--- config.mk ---
export PLATFORM = sky130hd
export DESIGN_NAME = alu_result_packer_flat
export DESIGN_NICKNAME = d
export VERILOG_FILES = /design/src/rtl/alu_result_packer_if.sv /design/src/rtl/alu_result_packer.sv /design/src/flat_wrapper.sv
export SDC_FILE = /design/constraint.sdc
export NUM_CORES = 1
export LEC_CHECK = 0
export CAP_MARGIN = 10
export CORE_MARGIN = 2
export CORE_UTILIZATION = 50
export DETAILED_ROUTE_END_ITERATION = 8
export PLACE_DENSITY = 0.7
export SLEW_MARGIN = 40
export SYNTH_ARGS = -nofsm -noshare
export SYNTH_HDL_FRONTEND = slang
export SYNTH_SLANG_ARGS = --single-unit
--- constraint.sdc ---
create_clock -name CLK -period 4.9 [get_ports CLK]
set_clock_uncertainty 0.1 [all_clocks]
set_input_delay 1.225 -clock CLK [delete_from_list [all_inputs] [get_ports CLK]]
set_output_delay 1.225 -clock CLK [all_outputs]
set_load 0.05 [all_outputs]
--- src/rtl/alu_result_packer_if.sv ---
// Bus bundle between the ALU result side, the packer and the UART TX byte consumer.
// The packer sits on the slave modport; the master modport is the ALU/TX environment.
interface alu_result_packer_if #(
   parameter int RESULT_WIDTH = 16
);
   logic [RESULT_WIDTH-1:0] ALU_OUT;
   logic                    OUT_VALID;
   logic                    TX_READY;
   logic [7:0]              TX_DATA;
   logic                    TX_VALID;
   logic                    BUSY;
   logic                    FIFO_FULL;
   logic                    OVERFLOW;

   modport master (
      output ALU_OUT, OUT_VALID, TX_READY,
      input  TX_DATA, TX_VALID, BUSY, FIFO_FULL, OVERFLOW
   );

   modport slave (
      input  ALU_OUT, OUT_VALID, TX_READY,
      output TX_DATA, TX_VALID, BUSY, FIFO_FULL, OVERFLOW
   );
endinterface

--- src/rtl/alu_result_packer.sv ---
// Buffers ALU results in a small FIFO and streams them out LSB byte first on a valid/ready port.
// Define RESULT_CHECKSUM_EN to append an XOR checksum byte after each result.
module alu_result_packer #(
   parameter int RESULT_WIDTH = 16,
   parameter int FIFO_DEPTH   = 4
) (
   input logic              CLK,
   input logic              RST,
   alu_result_packer_if.slave bus
);
   localparam int NBYTES = RESULT_WIDTH / 8;
`ifdef RESULT_CHECKSUM_EN
   localparam int NSEND  = NBYTES + 1;
`else
   localparam int NSEND  = NBYTES;
`endif
   localparam int SR_W   = NSEND * 8;
   localparam int PTR_W  = $clog2(FIFO_DEPTH);
   localparam int CNT_W  = $clog2(FIFO_DEPTH + 1);
   localparam int IDX_W  = (NSEND > 1) ? $clog2(NSEND) : 1;

   typedef enum logic {IDLE, SEND} state_e;

   logic [RESULT_WIDTH-1:0] mem_q [FIFO_DEPTH];
   logic [PTR_W-1:0]        wrPtr_q, rdPtr_q;
   logic [CNT_W-1:0]        count_q, count_d;
   logic                    full_q;
   logic                    overflow_q;
   state_e                  state_q;
   logic [IDX_W-1:0]        idx_q;
   logic [SR_W-1:0]         sr_q;
   logic                    txValid_q;

   logic                    handshake;
   logic                    lastByte;
   logic                    pop;
   logic                    push;
   logic [SR_W-1:0]         headPacked;

   // The shift register holds the data bytes with the optional checksum appended on top,
   // so every transmitted byte is simply the low byte of the register.
   function automatic logic [SR_W-1:0] packResult(input logic [RESULT_WIDTH-1:0] data);
`ifdef RESULT_CHECKSUM_EN
      logic [7:0] csum;
      csum = '0;
      for (int b = 0; b < NBYTES; b++) begin
         csum = csum ^ data[8*b +: 8];
      end
      return {csum, data};
`else
      return data;
`endif
   endfunction

   always_comb begin
      handshake  = txValid_q && bus.TX_READY;
      lastByte   = (idx_q == IDX_W'(NSEND - 1));
      pop        = (count_q != '0) && ((state_q == IDLE) || (handshake && lastByte));
      push       = bus.OUT_VALID && ((count_q != CNT_W'(FIFO_DEPTH)) || pop);
      headPacked = packResult(mem_q[rdPtr_q]);
      count_d    = count_q;
      case ({push, pop})
         2'b10:   count_d = count_q + CNT_W'(1);
         2'b01:   count_d = count_q - CNT_W'(1);
         default: count_d = count_q;
      endcase
   end

   // FIFO bookkeeping and the transmit FSM share one clocked block so reset clears everything together.
   always_ff @(posedge CLK) begin
      if (RST) begin
         wrPtr_q    <= '0;
         rdPtr_q    <= '0;
         count_q    <= '0;
         full_q     <= 1'b0;
         overflow_q <= 1'b0;
         state_q    <= IDLE;
         idx_q      <= '0;
         sr_q       <= '0;
         txValid_q  <= 1'b0;
      end else begin
         if (push) begin
            mem_q[wrPtr_q] <= bus.ALU_OUT;
            wrPtr_q        <= wrPtr_q + PTR_W'(1);
         end
         if (pop) begin
            rdPtr_q <= rdPtr_q + PTR_W'(1);
         end
         if (bus.OUT_VALID && !push) begin
            overflow_q <= 1'b1;
         end
         count_q <= count_d;
         full_q  <= (count_d == CNT_W'(FIFO_DEPTH));

         case (state_q)
            IDLE: begin
               if (pop) begin
                  sr_q      <= headPacked;
                  idx_q     <= '0;
                  state_q   <= SEND;
                  txValid_q <= 1'b1;
               end
            end
            SEND: begin
               if (handshake) begin
                  if (!lastByte) begin
                     sr_q  <= sr_q >> 8;
                     idx_q <= idx_q + IDX_W'(1);
                  end else if (pop) begin
                     sr_q  <= headPacked;
                     idx_q <= '0;
                  end else begin
                     sr_q      <= '0;
                     idx_q     <= '0;
                     state_q   <= IDLE;
                     txValid_q <= 1'b0;
                  end
               end
            end
            default: begin
               state_q   <= IDLE;
               txValid_q <= 1'b0;
            end
         endcase
      end
   end

   assign bus.TX_DATA   = sr_q[7:0];
   assign bus.TX_VALID  = txValid_q;
   assign bus.BUSY      = (count_q != '0) || (state_q == SEND);
   assign bus.FIFO_FULL = full_q;
   assign bus.OVERFLOW  = overflow_q;
endmodule

--- src/flat_wrapper.sv ---
// flat-port wrapper written by rule: the top's interface ports become plain ports
module alu_result_packer_flat 
#(
   parameter int RESULT_WIDTH = 16,
   parameter int FIFO_DEPTH   = 4
)
  (CLK, RST, bus_ALU_OUT, bus_OUT_VALID, bus_TX_READY, bus_TX_DATA, bus_TX_VALID, bus_BUSY, bus_FIFO_FULL, bus_OVERFLOW);
  alu_result_packer_if #(.RESULT_WIDTH(RESULT_WIDTH)) bus_i ();
  input logic CLK;
  input logic RST;
  input wire logic [$bits(bus_i.ALU_OUT)-1:0] bus_ALU_OUT;
  input wire logic [$bits(bus_i.OUT_VALID)-1:0] bus_OUT_VALID;
  input wire logic [$bits(bus_i.TX_READY)-1:0] bus_TX_READY;
  output wire logic [$bits(bus_i.TX_DATA)-1:0] bus_TX_DATA;
  output wire logic [$bits(bus_i.TX_VALID)-1:0] bus_TX_VALID;
  output wire logic [$bits(bus_i.BUSY)-1:0] bus_BUSY;
  output wire logic [$bits(bus_i.FIFO_FULL)-1:0] bus_FIFO_FULL;
  output wire logic [$bits(bus_i.OVERFLOW)-1:0] bus_OVERFLOW;
  assign bus_i.ALU_OUT = bus_ALU_OUT;
  assign bus_i.OUT_VALID = bus_OUT_VALID;
  assign bus_i.TX_READY = bus_TX_READY;
  assign bus_TX_DATA = bus_i.TX_DATA;
  assign bus_TX_VALID = bus_i.TX_VALID;
  assign bus_BUSY = bus_i.BUSY;
  assign bus_FIFO_FULL = bus_i.FIFO_FULL;
  assign bus_OVERFLOW = bus_i.OVERFLOW;
  alu_result_packer #(.RESULT_WIDTH(RESULT_WIDTH), .FIFO_DEPTH(FIFO_DEPTH)) u_core (.CLK(CLK), .RST(RST), .bus(bus_i));
endmodule
# Word level (Yosys, flattened, before mapping)
# Memories as Yosys holds them, arrays and structs flattened. A register that Yosys moved wholly into a read port is not among the register bits.
# Index checks and enable logic that the tools add are counted.
totals:
  reg_bits: 28
  ramBits: 64
  out_inout_bits: 12
  wordCells: 60
  memories: 1
op_classes:
  add_sub_neg: 5
  eq_ne: 8
  n_mux: 24
  bitwise_logic: 1
  reduce_logical: 12
memory_table:
  columns: ["memory", "depth", "word_bits", "rd", "rd_clocked_by_memory_dff", "wr", "line_no", "rtl"]
  rows:
  - ["u_core.mem_q", 4, 16, 1, 1, 1, "alu_result_packer.sv:24", "logic [RESULT_WIDTH-1:0] mem_q [FIFO_DEPTH];"]
ops:
  columns: ["op", "n"]
  rows:
  - ["two-way mux 16 bit", 4]
  - ["case mux 16 bit (2 select lines)", 1]
  - ["two-way mux 1 bit", 13]
  - ["inequality test 2 bit (second input constant)", 3]
  - ["case mux 1 bit (2 select lines)", 3]
  - ["case mux 3 bit (2 select lines)", 1]
  - ["logical AND 1 bit", 5]
  - ["adder 2 x 1 -> 2 bit (second input constant)", 2]
  - ["two-way mux 2 bit", 2]
  - ["AND reduction 4 bit", 1]
  - ["adder 3 x 1 -> 3 bit (second input constant)", 1]
  - ["== test 3 bit (second input constant)", 1]
  - ["logical OR 1 bit", 3]
  - ["inequality test 3 bit (second input constant)", 1]
  - ["nonzero test 3 bit", 1]
  - ["subtractor 3 x 1 -> 3 bit (second input constant)", 1]
  - ["== test 2 x 1 -> 1 bit (second input constant)", 1]
  - ["== test 2 bit (second input constant)", 1]
  - ["inequality test 2 x 1 -> 1 bit (second input constant)", 1]
  - ["AND reduction 2 bit", 1]
  - ["adder 1 bit (second input constant)", 1]
  - ["logical NOT 1 bit", 1]
  - ["inverter 1 bit", 1]

# Logic depth before layout (Yosys ltp)
# Gate-level depths: netlist of run 1.
logic_depth:
  ltp_word: 9
  mapped_depth: 10
  depth_no_buf: 9

# Worst setup path before layout of run 1
# OpenSTA, ideal clock, no wires.
synth_path:
  kind: "in2reg"
  startpoint: "input port bus_TX_READY"
  endpoint: "register u_core.full_q, in the netlist u_core.bus.FIFO_FULL"
  t_arrival_ns: 2.665
  setup_slack_ns: 2.076
  path_stages: 9
  path_cell_list: "and3_1 > nor2_1 > nor3_1 > fa_1 > nor2_1 > o221ai_1 > a21o_1 > a21oi_1 > o31a_1"
synth_via:
  elab_chain_cells: 9
  word_cells_on_any_way: 10
synth_lines:
  columns: ["item", "line_no", "rtl"]
  rows:
  - ["start: declaration", "flat_wrapper.sv:13", "input wire logic [$bits(bus_i.TX_READY)-1:0] bus_TX_READY;"]
  - ["logical AND 1 bit (*)", "alu_result_packer.sv:56", "handshake = txValid_q && bus.TX_READY;"]
  - ["logical AND 1 bit (*)", "alu_result_packer.sv:58", "pop = (count_q != '0) && ((state_q == IDLE) || (handshake && lastByte));"]
  - ["logical OR 1 bit (*)", "alu_result_packer.sv:58", null]
  - ["logical AND 1 bit (*)", "alu_result_packer.sv:58", null]
  - ["logical OR 1 bit", "alu_result_packer.sv:59", "push = bus.OUT_VALID && ((count_q != CNT_W'(FIFO_DEPTH)) || pop);"]
  - ["logical AND 1 bit", "alu_result_packer.sv:59", null]
  - ["== test 2 x 1 -> 1 bit / == test 2 bit (equally long branches)", "alu_result_packer.sv:62", "case ({push, pop})"]
  - ["case mux 3 bit (2 select lines) (*)", "alu_result_packer.sv:62", null]
  - ["== test 3 bit (*)", "alu_result_packer.sv:93", "full_q <= (count_d == CNT_W'(FIFO_DEPTH));"]
  - ["end signal: assignment", "alu_result_packer.sv:93", null]
  - ["end: declaration", "alu_result_packer.sv:27", "logic full_q;"]
# Every way passes the cells marked *; elsewhere a longest branch is shown, timed or not.
# A chain may end at the register's enable or synchronous reset.

# Worst setup path in the final report of run 1
layout_path:
  startpoint: "register u_core.count_q[0]"
  endpoint: "output port bus_BUSY"
layout_via:
  elab_chain_cells: 2
layout_lines:
  columns: ["item", "line_no", "rtl"]
  rows:
  - ["start: declaration", "alu_result_packer.sv:26", "logic [CNT_W-1:0] count_q, count_d;"]
  - ["start signal: assignment", "alu_result_packer.sv:92", "count_q <= count_d;"]
  - ["nonzero test 3 bit", "alu_result_packer.sv:130", "assign bus.BUSY = (count_q != '0) || (state_q == SEND);"]
  - ["logical OR 1 bit", "alu_result_packer.sv:130", null]
  - ["end: declaration", "flat_wrapper.sv:16", "output wire logic [$bits(bus_i.BUSY)-1:0] bus_BUSY;"]
# Every way passes these cells.

==> flow_summary_export.csv, run 1 <==
group,metric,value,unit
status,status,"complete, no violations",
global_route,grt_pass1_wl,9900,um
worst_hold_path,worstHoldStart,"u_core.sr_q[4]",
floorplanning,rows,31,
synthesis,ys_types,44,
floorplanning,core,7330,um^2
worst_setup_path,endpoint_kind,"output pin",
global_route,overflow,0,
routing,first_iter_violations,92,
synthesis,ys.flop_type,"edfxtp_1",
floorplanning,dieArea,8350,um^2
routing,wirelength,6310,um
worst_setup_path,required,3.58,ns
global_route,antenna_found_initial,0,
routing,drc,0,
synthesis,syn-num-nets,270,
cts,clkLatencyLatePin,0.36,ns
cts,post_cts_resized,0,
cts,cts_buffers,9,
worst_setup_path,crit_path_start,"u_core.count_q[0]",
cts,cts_htree_levels,3,
timing,rsz0062_at_grt,"no",
worst_setup_path,crit_buf_inv,1,
cells_and_area,fin_nets,292,
global_route,grt_max_degree,31,
global_route,grt_pass1_vias,1952,
worst_setup_path,max_stage_delay,0.70,ns
floorplanning,io_pins,32,
timing,max_freq,299,MHz
global_route,grt_util_all_layers,0.158,
floorplanning,die_w,91.4,um
cells_and_area,drive_gt1_frac,0.110,
synthesis,synth-edff-count,64,
synthesis,syn-instance-count,245,
timing,post-route-min-period,3.35,ns
worst_setup_path,crit_chain,"nor3_4 -> nand2_1 -> clkdlybuf4s50_1",
pwr,power,2.26,mW
floorplanning,die_y,91.4,um
routing,viasPerCell,5.42,
pwr,power.density,524,nW/um^2
routing,vias,2012,
cts,clkSinkCount,94,
cts,cts_buffer_depth,2,
synthesis,synth_top_area_frac,0.503,
cts,cts_tree,"built",
timing,setup_violations,0,
placement,port_buffers,31,
cts,post-cts-setup-buffer-count,0,
floorplanning,initial_utilization,0.521,
synthesis,synth.avg_cell_area,15.6,um^2
cts,postCtsHoldBufs,0,
cts,clk_pin_slew,0.10,ns
placement,gp_congestion,0.822,
routing,drtAntennaViolNets,0,
cells_and_area,post-route-util,0.589,
cells_and_area,final_cell_area,4320,um^2
placement,place_area,4110,um^2
synthesis,ys_ff_latch,94,
synthesis,yosysSeqAreaShare,0.661,
worst_setup_path,startpoint_type,"register",
timing,report.final.slew_viol_count,0,
worst_setup_path,crit_type,"reg2out",
synthesis,yosys-top-cells-area,"edfxtp_1, dfxtp_1, mux4_1",
timing,period_share,0.683,
synthesis,synth.cell_area,3820,um^2
worst_setup_path,crit_arrival,2.02,ns
worst_setup_path,r2r-start,"u_core.state_q",
pwr,p_leak,1.44,nW
placement,dp_hpwl,4020,um
job,cap_violations,0,
timing,tightest_slew,0.785,ns
worst_hold_path,hp-class,"reg2reg",
cells_and_area,area_growth,13.0,%
placement,place_worst_setup_slack,1.26,ns
synthesis,synth_top_cell_by_area,"edfxtp_1",
cts,cts_root_buffer,"clkbuf_8",
timing,setup-tns-final,0,ns
routing,wl_per_cell,17.0,um
timing,layout_setup_ws,1.55,ns
worst_setup_path,crit_family,"buffers and inverters",
worst_setup_path,path_max_fanout,10,
cells_and_area,n_antenna_cell,0,
worst_setup_path,cp_slowest_cell,"clkdlybuf4s50_1",
routing,first_pass_iters,4,
pwr,ir_drop,213,uV
synthesis,ys_async_sr_fraction,0,
synthesis,synth-warning-count,0,
timing,final_hold_viol_count,0,
timing,slew_headroom,0.477,
[per-layer routing]
metal,track usage,vias to the layer above,part of all wire
met4,0.0568,0,0.012
met2,0.246,44,0.47
met3,0.0423,6,0.036
li1,-,977,-
met1,0.214,985,0.48
met5,0,-,0
[cell usage in the layout (no fill, tap or decap), types with 2 or more instances in the layout]
master / count
a21oi_1: 13
a22oi_1: 15
and2_1: 3
and2_2: 2
clkbuf_8: 9
clkdlybuf4s50_1: 31
clkinv_2: 2
dfxtp_1: 29
edfxtp_1: 64
ha_1: 4
inv_1: 5
inv_6: 3
mux4_1: 15
nand2_1: 12
nor2_1: 27
o21ai_0: 2
xnor2_1: 4
[worst min-delay path, cell delays in order (launching register included)]
cell	delay [ns]
dfxtp_1	0.32
nand2_1	0.05
a21oi_1	0.05
[cells in the mapped netlist, types with 2 or more instances]
master	count
ha_1	4
xnor2_1	4
dfxtp_1	30
buf_2	3
edfxtp_1	64
inv_1	5
a22oi_1	15
a21oi_1	13
nand2_1	12
buf_4	10
mux4_1	15
o21ai_0	2
buf_6	4
nor2_1	27
and2_1	5
clkbuf_1	4
[final timing paths]
kind                          endpoint  slack (ns)  cells after the start
setup / recovery              bus_BUSY        1.55                      3
setup reg to reg  u_core.bus.FIFO_FULL        2.56                      9
hold reg to reg         u_core.sr_q[4]        0.35                      2
hold / removal          u_core.sr_q[4]        0.35                      2
[cell type report]
cell class	instances	area, um^2
clock buffer	9	124
clock inverter	7	77.6
timing repair buffer	32	318
multi-input combinational	125	1130
sequential	94	2520
fill	564	3020
inverter	5	18.8
tap	99	124
[state kept, by name, summed over array words and instances, names as in the netlist, named ones only]
| signal | flops |
|---|---|
| u_core.wrPtr_q | 2 |
| u_core.state_q | 1 |
| u_core.mem_q | 64 |
| u_core.count_q | 3 |
| u_core.rdPtr_q | 2 |
| u_core.bus.OVERFLOW | 1 |
| u_core.idx_q | 1 |
| u_core.sr_q | 16 |
| u_core.bus.FIFO_FULL | 1 |
| u_core.bus.TX_VALID | 1 |
[power by group]
group          total [mW]  switching [mW]  internal [mW]
combinational       0.684           0.404          0.280
sequential           1.06           0.106          0.954
clock               0.518           0.275          0.243
total                2.26           0.785           1.48
[kinds of logic (layout without fill, tap and decap cells)]
group / after synthesis / after routing / synth area share
fa+ha+maj: 5 / 5 / 0.0183
buf+inv: 26 / 53 / 0.0442
compound gates: 42 / 42 / 0.0783
xor+xnor: 5 / 5 / 0.0115
simple gates: 55 / 55 / 0.0714
flops: 94 / 94 / 0.661
mux: 18 / 18 / 0.116
[stage by stage]
step / instances / hold WS [ns]
3_5_place_dp: 355 / 0.346
5_1_grt: 371 / 0.371
6_report: 371 / 0.354
3_3_place_gp: 355 / 0.340
2_1_floorplan: 245 / 0.332
4_1_cts: 371 / 0.360
Note: power is estimated with default switching activity, not from simulation.
==> run 2, diff against run 1 <==
==> constraint.sdc (replaced) <==
create_clock -name CLK -period 3.42 [get_ports CLK]
set_clock_uncertainty 0.1 [all_clocks]
set_input_delay 0.855 -clock CLK [delete_from_list [all_inputs] [get_ports CLK]]
set_output_delay 0.855 -clock CLK [all_outputs]
set_load 0.05 [all_outputs]
==> run 2 against run 1 <==
Against the previous run:
- count of clock-buffer cells in the layout increased by 1
- final area increased by 0.87%
- die area unchanged
- critical endpoint unchanged
==> flow_summary_export.csv, run 2 (same netlist as run 1, synthesis figures left out) <==
group,metric,value,unit
cts,clkLatencyLatePin,0.34,ns
pwr,power_frac_comb,0.309,
worst_setup_path,required,2.46,ns
timing,post-route-min-period,2.92,ns
cells_and_area,n_fill_cell,547,
status,status,"complete, no violations",
cts,clk_pin_slew,0.09,ns
floorplanning,die_y,91.4,um
timing,setup-tns-final,0,ns
cts,cts_tree,"built",
global_route,grt_util_all_layers,0.161,
pwr,swShare,0.341,
placement,port_buffers,31,
routing,wl_met1,2880,um
cells_and_area,reg_top3,"u_core.mem_q x64, u_core.sr_q x16, u_core.count_q x3",
routing,viasPerCell,5.38,
pwr,p_seq_frac,0.470,
timing,period_share,0.853,
pwr,power,3.21,mW
cts,clkSinkCount,94,
worst_setup_path,crit_type,"reg2out",
timing,tightest_slew,0.751,ns
pwr,p_leak,1.46,nW
placement,gp_congestion,0.819,
cts,post_cts_resized,0,
floorplanning,io_pins,32,
floorplanning,rows,31,
cells_and_area,largest_register,"u_core.mem_q",
pwr,power.density,737,nW/um^2
cells_and_area,n_antenna_cell,0,
cells_and_area,area_growth,14.0,%
global_route,grt_max_degree,30,
global_route,grt_pass1_vias,1971,
cells_and_area,largest_reg_flops,64,
cts,cts_buffer_depth,2,
cells_and_area,final_common_cell,"edfxtp_1",
floorplanning,core,7330,um^2
timing,rsz0062_at_grt,"no",
pwr,ir_drop,351,uV
cells_and_area,post-route-util,0.594,
job,cap_violations,0,
cts,postCtsHoldBufs,0,
cells_and_area,drive_gt1_frac,0.115,
worst_setup_path,crit_chain,"nor3_4 -> nand2_1 -> clkdlybuf4s50_1",
worst_setup_path,path_max_fanout,10,
global_route,antenna_found_initial,0,
pwr,intPower,2.11,mW
pwr,p_switching,1.09,mW
worst_setup_path,endpoint_kind,"output pin",
worst_setup_path,cp_slowest_cell,"clkdlybuf4s50_1",
cts,cts_buffers,9,
routing,wl_per_cell,16.9,um
placement,dp_hpwl,4120,um
floorplanning,initial_utilization,0.521,
global_route,grt_pass1_wl,9990,um
worst_setup_path,crit_arrival,1.96,ns
cts,cts_htree_levels,3,
routing,routed.top_layer,"met4",
routing,drc,0,
timing,setup_violations,0,
cts,cts_root_buffer,"clkbuf_8",
global_route,overflow,0,
routing,first_pass_iters,4,
timing,final_hold_viol_count,0,
timing,slew_headroom,0.498,
cells_and_area,fin_nets,298,
routing,first_iter_violations,127,
worst_setup_path,startpoint_type,"register",
worst_hold_path,hp-class,"reg2reg",
cells_and_area,layout_common_cells,"edfxtp_1, clkdlybuf4s50_1, dfxtp_1",
routing,drtAntennaViolNets,0,
cells_and_area,register_area,2520,um^2
placement,dp_cells,361,
cells_and_area,instances_no_fill,377,
floorplanning,die_w,91.4,um
worst_setup_path,max_stage_delay,0.70,ns
pwr,power_frac_clock,0.221,
floorplanning,dieArea,8350,um^2
timing,report.final.slew_viol_count,0,
cells_and_area,multi_input_area,1130,um^2
timing,timing.hold.ws,0.352,ns
routing,dr_wl_met3,209,um
timing,max_freq,343,MHz
routing,wirelength,6360,um
routing,dr_wl_met2,3200,um
cts,post-cts-setup-buffer-count,0,
routing,vias,2029,
-- run 2: changes by cell type in the layout (fill, tap and decap cells not counted), sizes merged --
cell	previous run	this run
clkbuf	9	10
clkinvlp	0	3
buf	1	7
inv	9	6
clkinv	2	1
-- run 2: power groups by stage --
stage          Clock, mW  Sequential (mW)  Combinational, mW
3_5_place_dp           0             1.54               1.00
3_3_place_gp           0             1.53              0.982
4_1_cts            0.733             1.51               1.00
5_1_grt            0.782             1.53               1.07
6_report           0.710             1.51              0.990
2_1_floorplan          0             1.47              0.884
-- run 2: final timing paths --
path / from / to / slack (ns) / depth (start not counted)
hold reg to reg: u_core.sr_q[7] / u_core.sr_q[7] / 0.35 / 2
setup / recovery: u_core.count_q[0] / bus_BUSY / 0.50 / 3
hold / removal: u_core.sr_q[7] / u_core.sr_q[7] / 0.35 / 2
setup reg to reg: u_core.state_q / u_core.bus.FIFO_FULL / 1.09 / 9
-- run 2: worst max-delay path: cells and delay by family, from the launching register on --
family / cells / cell delay [ns]
buf+inv: 1 / 0.70
simple gates: 2 / 0.47
flops: 1 / 0.44
-- run 2: cell type report --
cell class,count,share of cell area
inverters,5,0.00431
clock buffers,10,0.0293
flip-flops and latches,94,0.579
clock inverters,6,0.0161
multi-input cells,125,0.259
repair buffers,38,0.0834
well taps,99,0.0285
-- run 2: routing by layer --
layer | track usage | up-vias
met2 | 0.268 | 38
li1 | - | 985
met4 | 0.0720 | 0
met3 | 0.0315 | 5
met5 | 0 | -
met1 | 0.205 | 1001
-- run 2: metrics by stage --
step | cell area, um^2 | setup slack, ns
2_1_floorplan | 3820 | 0.966
3_3_place_gp | 4160 | 0.389
3_5_place_dp | 4160 | 0.319
4_1_cts | 4350 | 0.475
5_1_grt | 4350 | 0.376
6_report | 4350 | 0.502
==> run 3, diff against run 2 <==
--- a/config.mk
+++ b/config.mk
@@ -6,10 +6,9 @@
 export NUM_CORES = 1
 export LEC_CHECK = 0
 export CAP_MARGIN = 10
-export CORE_MARGIN = 2
 export CORE_UTILIZATION = 50
 export DETAILED_ROUTE_END_ITERATION = 8
-export PLACE_DENSITY = 0.7
+export PLACE_DENSITY = 0.76
 export SLEW_MARGIN = 40
 export SYNTH_ARGS = -nofsm -noshare
 export SYNTH_HDL_FRONTEND = slang
==> run 3 against run 2 <==
Against the previous run:
- final cell count fell by 0.27%
- critical path depth is the same
- clock power up 9.7%
- sequential power hardly changed
- die area is 4.3% lower
- sequential share of layout area is 0.088 points lower
- maximum frequency is 0.30% lower
- total power up 2.4%
- routed wire length grew 4.2%
- first-iteration DRC count increased by 31%
- critical path type unchanged
- largest cell class unchanged
- largest power group unchanged
==> flow_summary_export.csv, run 3 (same netlist as run 1, synthesis figures left out) <==
group,metric,value,unit
status,status,"complete, no violations",
routing,drtAntennaViolNets,0,
cells_and_area,largest_register,"u_core.mem_q",
worst_setup_path,required,2.46,ns
timing,tightest_slew,0.752,ns
floorplanning,dieArea,7990,um^2
worst_setup_path,max_stage_delay,0.71,ns
floorplanning,die_y,89.4,um
placement,gp_congestion,0.801,
worst_setup_path,r2r_end,"u_core.bus.FIFO_FULL",
pwr,power.density,754,nW/um^2
cells_and_area,n_antenna_cell,0,
routing,wirelength,6620,um
timing,report.final.slew_viol_count,0,
pwr,p_leak,1.47,nW
cells_and_area,fin_nets,297,
job,cap_violations,0,
floorplanning,rows,31,
cts,cts_buffer_depth,2,
cts,clkLatencyLatePin,0.35,ns
cells_and_area,post-route-util,0.595,
worst_hold_path,worstHoldStart,"u_core.sr_q[3]",
cts,clk_pin_slew,0.09,ns
worst_setup_path,crit_family,"buffers and inverters",
worst_setup_path,path_max_fanout,10,
floorplanning,die_w,89.4,um
worst_setup_path,rrSetupSlack,1.02,ns
floorplanning,initial_utilization,0.521,
routing,drc,0,
pwr,intPower,2.18,mW
global_route,grt_max_degree,30,
worst_hold_path,holdPathEnd,"u_core.sr_q[3]",
placement,dp_hpwl,4110,um
timing,setup_violations,0,
timing,final_hold_viol_count,0,
routing,wl_per_cell,17.6,um
timing,max_freq,342,MHz
cells_and_area,area_growth,14.2,%
worst_setup_path,crit_arrival,1.97,ns
worst_setup_path,crit_type,"reg2out",
worst_setup_path,endpoint_kind,"output pin",
routing,viasPerCell,5.54,
timing,setup-tns-final,0,ns
cells_and_area,reg_top3,"u_core.mem_q x64, u_core.sr_q x16, u_core.count_q x3",
worst_setup_path,crit_chain,"nor3_4 -> nand2_1 -> clkdlybuf4s50_1",
floorplanning,io_pins,32,
cts,cts_buffers,9,
cts,post-cts-setup-buffer-count,0,
worst_setup_path,crit_buf_inv,1,
global_route,grt_pass1_vias,2051,
timing,period_share,0.856,
pwr,p_switching,1.11,mW
cts,post_cts_resized,0,
global_route,overflow,0,
worst_hold_path,hp-class,"reg2reg",
timing,post-route-min-period,2.93,ns
floorplanning,core,7330,um^2
worst_setup_path,reg2reg_depth,9,
cts,cts_root_buffer,"clkbuf_8",
global_route,grt_pass1_wl,10300,um
cts,clkSinkCount,94,
worst_setup_path,cp_slowest_cell,"clkdlybuf4s50_1",
cells_and_area,largest_reg_flops,64,
global_route,grt_util_all_layers,0.183,
cells_and_area,final_common_cell,"edfxtp_1",
cells_and_area,drive_gt1_frac,0.112,
timing,slew_headroom,0.498,
routing,vias,2082,
pwr,p_seq_frac,0.464,
routing,first_pass_iters,5,
cts,cts_tree,"built",
placement,port_buffers,31,
worst_hold_path,holdPathStages,2,
pwr,power_frac_comb,0.299,
pwr,ir_drop,346,uV
pwr,swShare,0.337,
timing,rsz0062_at_grt,"no",
cts,cts_htree_levels,3,
routing,first_iter_violations,167,
global_route,antenna_found_initial,0,
cts,postCtsHoldBufs,0,
pwr,power_frac_clock,0.237,
worst_setup_path,startpoint_type,"register",
cells_and_area,layout_common_cells,"edfxtp_1, clkdlybuf4s50_1, dfxtp_1",
worst_setup_path,r2r-start,"u_core.state_q",
## run 3: cell types whose count changed in the layout (fill, tap and decap cells not counted), sizes merged
cell      previous run  this run
bufinv               1         2
buf                  7         6
clkinv               1         2
clkinvlp             3         1
## run 3: worst max-delay path by stage
stage | start | to | slack, ns | depth (start not counted)
3_3_place_gp | bus_TX_READY | u_core.bus.FIFO_FULL | 0.41 | 10
6_report | u_core.count_q[0] | bus_BUSY | 0.49 | 3
4_1_cts | u_core.count_q[0] | bus_BUSY | 0.48 | 3
3_5_place_dp | bus_TX_READY | u_core.bus.FIFO_FULL | 0.30 | 10
5_1_grt | u_core.state_q | bus_BUSY | 0.40 | 3
2_1_floorplan | bus_TX_READY | u_core.bus.FIFO_FULL | 0.97 | 9
## run 3: cell type report
class	count	area (um^2)
fill	568	2970
tap	99	124
multi-input combinational	125	1130
sequential	94	2520
clock inverter	6	85.1
inverter	5	18.8
clock buffer	10	128
timing repair buffer	37	355
## run 3: metal layers
metal  wire length, um  part of all wire  track usage  up-vias
met1              3000              0.45        0.236     1028
li1                  -                 -            -      986
met2              3210              0.48        0.294       50
met5                 0                 0            0        -
met4               172             0.026       0.0952        0
met3               238             0.036       0.0379       18
## run 3: power by group through the flow
| stage | logic (mW) | clock network (mW) | registers, mW |
|---|---|---|---|
| 2_1_floorplan | 0.884 | 0 | 1.47 |
| 3_3_place_gp | 0.959 | 0 | 1.54 |
| 3_5_place_dp | 0.983 | 0 | 1.55 |
| 4_1_cts | 0.990 | 0.798 | 1.52 |
| 5_1_grt | 1.07 | 0.845 | 1.55 |
| 6_report | 0.984 | 0.779 | 1.52 |
## run 3: worst min-delay path: cells and delay by family, from the launching register on
kind            cells  cell delay [ns]
simple gates        1             0.05
flops               1             0.32
compound gates      1             0.05
## run 3: stage by stage
step           instances  area, um^2  hold slack [ns]  setup WS (ns)  total power [mW]
6_report             376        4360            0.351          0.493              3.29
5_1_grt              376        4360            0.381          0.396              3.46
4_1_cts              376        4360            0.358          0.478              3.31
3_5_place_dp         360        4150            0.346          0.303              2.53
3_3_place_gp         360        4150            0.340          0.411              2.50
2_1_floorplan        245        3820            0.332          0.966              2.36
